File: src/rtl/logic_unit_pkg.sv
// Shared ALU definitions: logic-slice opcodes, also consumed by the ALU decoder.
package logic_unit_pkg;

    localparam logic [1:0] LOGIC_AND = 2'b00;
    localparam logic [1:0] LOGIC_OR  = 2'b01;
    localparam logic [1:0] LOGIC_XOR = 2'b10;
    localparam logic [1:0] LOGIC_NOT = 2'b11;

endpackage

File: src/rtl/logic_bit.sv
// Single-bit logic cell: AND/OR/XOR/NOT(A) selected by a 2-bit opcode.
module logic_bit
    import logic_unit_pkg::*;
(
    input  logic       Ai,
    input  logic       Bi,
    input  logic [1:0] sel,
    output logic       Ei
);

    always_comb begin
        case (sel)
            LOGIC_AND: Ei = Ai & Bi;
            LOGIC_OR:  Ei = Ai | Bi;
            LOGIC_XOR: Ei = Ai ^ Bi;
            LOGIC_NOT: Ei = ~Ai;
            // Unknown opcode propagates X rather than picking an operation.
            default:   Ei = 1'bx;
        endcase
    end

endmodule

File: src/rtl/logic_unit.sv
// Bitwise logic slice of the ALU: combinational result plus a registered copy,
// zero flag and valid strobe for pipelined use.
module logic_unit
    import logic_unit_pkg::*;
#(
    parameter int unsigned WIDTH = 1
) (
    input  logic             clk,
    input  logic             rst,
    input  logic [WIDTH-1:0] Ai,
    input  logic [WIDTH-1:0] Bi,
    input  logic [1:0]       sel,
    input  logic             en,
    output logic [WIDTH-1:0] Ei,
    output logic [WIDTH-1:0] Ei_q,
    output logic             zero_q,
    output logic             valid_q
);

    logic zero_d;

    for (genvar i = 0; i < WIDTH; i++) begin : g_bit
        logic_bit u_bit (
            .Ai  (Ai[i]),
            .Bi  (Bi[i]),
            .sel (sel),
            .Ei  (Ei[i])
        );
    end

    assign zero_d = (Ei == {WIDTH{1'b0}});

    // Result and flag hold when en is low; valid is a one-cycle strobe per load.
    always_ff @(posedge clk) begin
        if (rst) begin
            Ei_q    <= '0;
            zero_q  <= 1'b0;
            valid_q <= 1'b0;
        end else if (en) begin
            Ei_q    <= Ei;
            zero_q  <= zero_d;
            valid_q <= 1'b1;
        end else begin
            valid_q <= 1'b0;
        end
    end

endmodule

File: config.mk
export PLATFORM = sky130hd
export DESIGN_NAME = logic_unit
export DESIGN_NICKNAME = d
export VERILOG_FILES = /design/src/rtl/logic_unit_pkg.sv /design/src/rtl/logic_bit.sv /design/src/rtl/logic_unit.sv
export SDC_FILE = /design/constraint.sdc
export NUM_CORES = 1
export LEC_CHECK = 0
export ABC_AREA = 1
export CORE_AREA = 2 2 39 41
export DETAILED_ROUTE_END_ITERATION = 6
export DIE_AREA = 0 0 41 43
export GPL_TIMING_DRIVEN = 0
export PLACE_DENSITY = 0.4
export SLEW_MARGIN = 5
export SYNTH_ARGS = -nofsm -noshare
export SYNTH_HDL_FRONTEND = slang
export SYNTH_SLANG_ARGS = --single-unit
export TNS_END_PERCENT = 10
File: constraint.sdc
create_clock -name clk -period 2.9 [get_ports clk]
set_input_delay 0.87 -clock clk [delete_from_list [all_inputs] [get_ports clk]]
set_output_delay 0.87 -clock clk [all_outputs]
set_load 0.1 [all_outputs]
# Word level (Yosys, flattened, before mapping)

Index checks and enable logic that the tools add are counted.

Flip-flop bits (word level): 3
Bits in latches: 0
Bits in writable memories: 0
ROM bits: 0
Bits of input ports: 7
Output and inout port bits: 4
Logic and storage cells: 14
Memories kept: 0

Add/sub/neg operators: 0
Multipliers: 0
Divide/modulo/power cells: 0
$lt $le $gt $ge: 0
Equal/unequal tests: 3
Shift operators: 0
Mux-type cells: 2
Bitwise logic cells: 5
Reductions and logical operators: 1

Operators by type and width:

| operator                                                        | count |
|---|---|
| 2-bit == test, second input constant                            | 2 |
| 1-bit one-hot mux with 4 select lines                           | 1 |
| 2-bit by 1-bit == test with 1-bit output, second input constant | 1 |
| 2-bit zero test                                                 | 1 |
| 1-bit inverter                                                  | 2 |
| 1-bit bitwise AND                                               | 1 |
| 1-bit 2-to-1 mux                                                | 1 |
| 1-bit OR                                                        | 1 |
| 1-bit XOR                                                       | 1 |

# Longest topological paths before layout

Depth after elaboration: 3
Gate-level depth with buffers: 7
Depth with buffers taken out: 7

# Hierarchy

From an unflattened synthesis, not the netlist that was laid out.

Cell total of the unflattened synthesis: 27
Area total of the unflattened synthesis: 182.7 µm²

Modules (own cells, without submodules):

| module     | instances | cells an instance | area each (µm²) | sequential area each (µm²) |
|---|---|---|---|---|
| logic_unit | 1         | 12                | 106.4           | 60.1 |
| logic_bit  | 1         | 15                | 76.3            | 0.0 |

# Worst setup path after synthesis

OpenSTA, ideal clock, no wires.

Path type: input to output
Start: input port Ai
End: output port Ei
Data arrival time: 2098 ps
Path slack: -68 ps
Cell stages on the path: 6
Path through: inv_1 ha_1 inv_2 nand2_1 nand3_1 nand3_1

Longest elaborated chain between the ends: 2
Elaborated cells on any way between the ends: 5

RTL lines:

| what                                    | line             | source |
|---|---|---|
| start: declaration                      | logic_unit.sv:10 | `input logic [WIDTH-1:0] Ai,` |
| 1-bit XOR, or another cell as far along | logic_bit.sv:15  | `LOGIC_XOR: Ei = Ai ^ Bi;` |
| 1-bit one-hot mux with 4 select lines * | logic_bit.sv:12  | `case (sel)` |
| end: declaration                        | logic_unit.sv:14 | `output logic [WIDTH-1:0] Ei,` |

Mark *: on every way between the ends. The rest lies on a longest branch, timed or not.

# Worst setup path after layout

Start: input port sel[0]
End: output port Ei

Longest elaborated chain between the ends: 2
Elaborated cells on any way between the ends: 5

RTL lines:

| what                                        | line             | source |
|---|---|---|
| start: declaration                          | logic_unit.sv:12 | `input logic [1:0] sel,` |
| 2-bit == test, or another cell as far along | logic_bit.sv:12  |  |
| 1-bit one-hot mux with 4 select lines *     | logic_bit.sv:12  |  |

Marks and branches as above.

==> impl_metrics.yaml <==
status:
  status: "finished, final reports clean"
job:
  drv_cap: 0
floorplanning:
  coreArea_um2: 1380
  ios: 11
  start_util_pct: 13.3
  die-area_um2: 1760
  die_y_um: 43
  die_x_um: 41
  rows: 14
yosys:
  ys_seq_elements: 3
  yosysWarnings: 0
  synth_cell_types: 10
  yosysSeqAreaShare_pct: 32.7
  syn_area_um2: 184
  syn_nets: 35
  syn_avg_cell_area_um2: 7.07
  netlist_instances: 26
clocking:
  hold_buffers: 0
  cts.sinks: 3
  htree_levels: 1
  cts_root_buffer: "clkbuf_4"
  cts_tree: "built"
  clk_pin_slew_ps: 30
  clkLatencyLatePin_ps: 230
  cts_max_path_buffers: 2
  cts_buffers: 3
finish:
  final_nets: 51
  final_cell_mix: "clkdlybuf4s50_1 (7), inv_1 (5), nand2_1 (5)"
  drive_gt1_share_pct: 24.4
  utilization_pct: 25.7
  areaGrowthSynthToFinish_pct: 93.2
  final_common_cell: "clkdlybuf4s50_1"
  diodes: 0
  layout.cells.non_filler: 57
  stdcell_area_um2: 355
detailed_routing:
  drt-total-wl_um: 420
  wl_per_cell_um: 7.37
  post-route-drc-count: 0
  dr.pass1.iters: 2
  drt_iter0_drc: 2
  vias: 206
  ant_nets: 0
  vias_per_cell: 3.61
worst_setup_path:
  slowest_delay_ps: 510
  regToRegSetupSlack_ps: 2320
  path_cells: "clkdlybuf4s50_1, inv_1, nor2_1, nand2_1, nand3_2, buf_12"
  r2r_start: "Ei_q$_SDFFE_PP0P_"
  cp-start-kind: "primary input"
  cp_max_fo: 3
  r2r-end: "Ei_q$_SDFFE_PP0P_"
  required_ps: 2030
  endpoint_kind: "primary output"
  cp_slowest_cell: "clkdlybuf4s50_1"
  worstSetupPathType: "primary input to primary output"
  arrival_ps: 1920
  crit_family: "buffers and inverters"
  cp_num_buf_inv: 3
  worstRegToRegCells: 2
place:
  numPortBuffers: 10
  place_congestion: 0.668
  placed_area_um2: 309
  dp_slack_ps: -1120
  placed_cells: 52
  dp_hpwl_um: 329
timing:
  hold_ws_ps: 478
  relSlewSlack_pct: 35.9
  slew_viol_final: 0
  timing.final.crit_share_pct: 96.3
  fmax_ghz: 0.358
  post-route-min-period_ps: 2790
  setup_violations: 0
  fin_ws_ps: 108
  max_slew.worst_pin.slew_ps: 959
  finalHoldViolations: 0
  rsz0062_at_grt: "false"
  skew_ps: 0
min_path:
  holdPathEnd: "zero_q$_SDFFE_PP0P_"
  hold_depth: 2
  min_from: "zero_q$_SDFFE_PP0P_"
  hold_class: "flop to flop"
global_routing:
  antenna_found_initial: 0
  grt_pass1_wl_um: 683
  gr-total-overflow: 0
  grt_pass1_vias: 178
  grt_usage_pct: 6.01
  grt_start_max_net_pins: 4
pwr:
  p_leak_uw: 0.000171
  ir_drop_v: 0.0000909
  p_per_area_nw_per_um2: 530
## synthesized netlist by cell type, drive strengths merged
library cell | instances | area, um2
inv | 6 | 22.5
nand2 | 5 | 18.8
dfxtp | 3 | 60.1
nand3 | 3 | 15.0
nor2 | 3 | 11.3
a21oi | 2 | 17.5
ha | 2 | 25.0
a31oi | 1 | 6.26
o21bai | 1 | 7.51
## cells by family (layout without fill, tap and decap cells)
kind of cell,count (synthesis),count (layout),synth area share (%)
buffers and inverters,6,21,12.2
adders and majority gates,2,2,13.6
AOI/OAI and AO/OA,4,4,17.0
DFF,3,3,32.7
and+or+nand+nor,11,11,24.5
## worst min-delay path: stages (launching register included)
cell and delay (ps):
dfxtp_1 300, nand2_1 80, a21oi_2 50
## power by group
part	switching [uW]	internal (uW)	total, uW
logic	46.5	24.0	70.5
registers	1.18	44.4	45.6
clock network	20.6	51.5	72.1
## final cells by class
cell class	count	area, um2
well taps	16	20.0
flip-flops and latches	3	60.1
fillers	161	1030
clock buffers	4	26.3
multi-input cells	17	111
repair buffers	11	115
inverters	6	22.5
## flip-flops by register name, summed over array words and instances, names as in the netlist
| register | flops |
|---|---|
| valid_q | 1 |
| Ei_q | 1 |
| zero_q | 1 |
## what timing repair did
| action | 4_1_cts | 5_1_grt |
|---|---|---|
| resized for setup | 12 | 0 |
| buffers inserted | 1 | 0 |
| endpoints found under the setup margin | 1 | 0 |
## worst max path at each step
| stage | from | cells after the start | slack [ps] | to |
|---|---|---|---|---|
| 2_1_floorplan | Ai | 6 | 210 | Ei |
| 3_3_place_gp | Ai | 8 | -1130 | Ei |
| 3_5_place_dp | Ai | 8 | -1120 | Ei |
| 4_1_cts | sel[0] | 6 | 110 | Ei |
| 5_1_grt | sel[0] | 6 | 40 | Ei |
| 6_report | sel[0] | 6 | 110 | Ei |
## layer usage
layer / GRT usage (%) / share of wire [%]
met1: 6.05 / 43
met2: 8.13 / 46
met3: 3.14 / 11
met4: 6.00 / 0
met5: 0 / 0
## through the flow
| step | total power, uW | TNS, ps |
|---|---|---|
| after floorplan | 91.2 | 0 |
| after global placement | 112 | -1130 |
| after detailed placement | 112 | -1120 |
| after CTS | 193 | 0 |
| after global routing | 202 | 0 |
| final | 188 | 0 |
No activity file was read; power rests on OpenSTA's default activity.
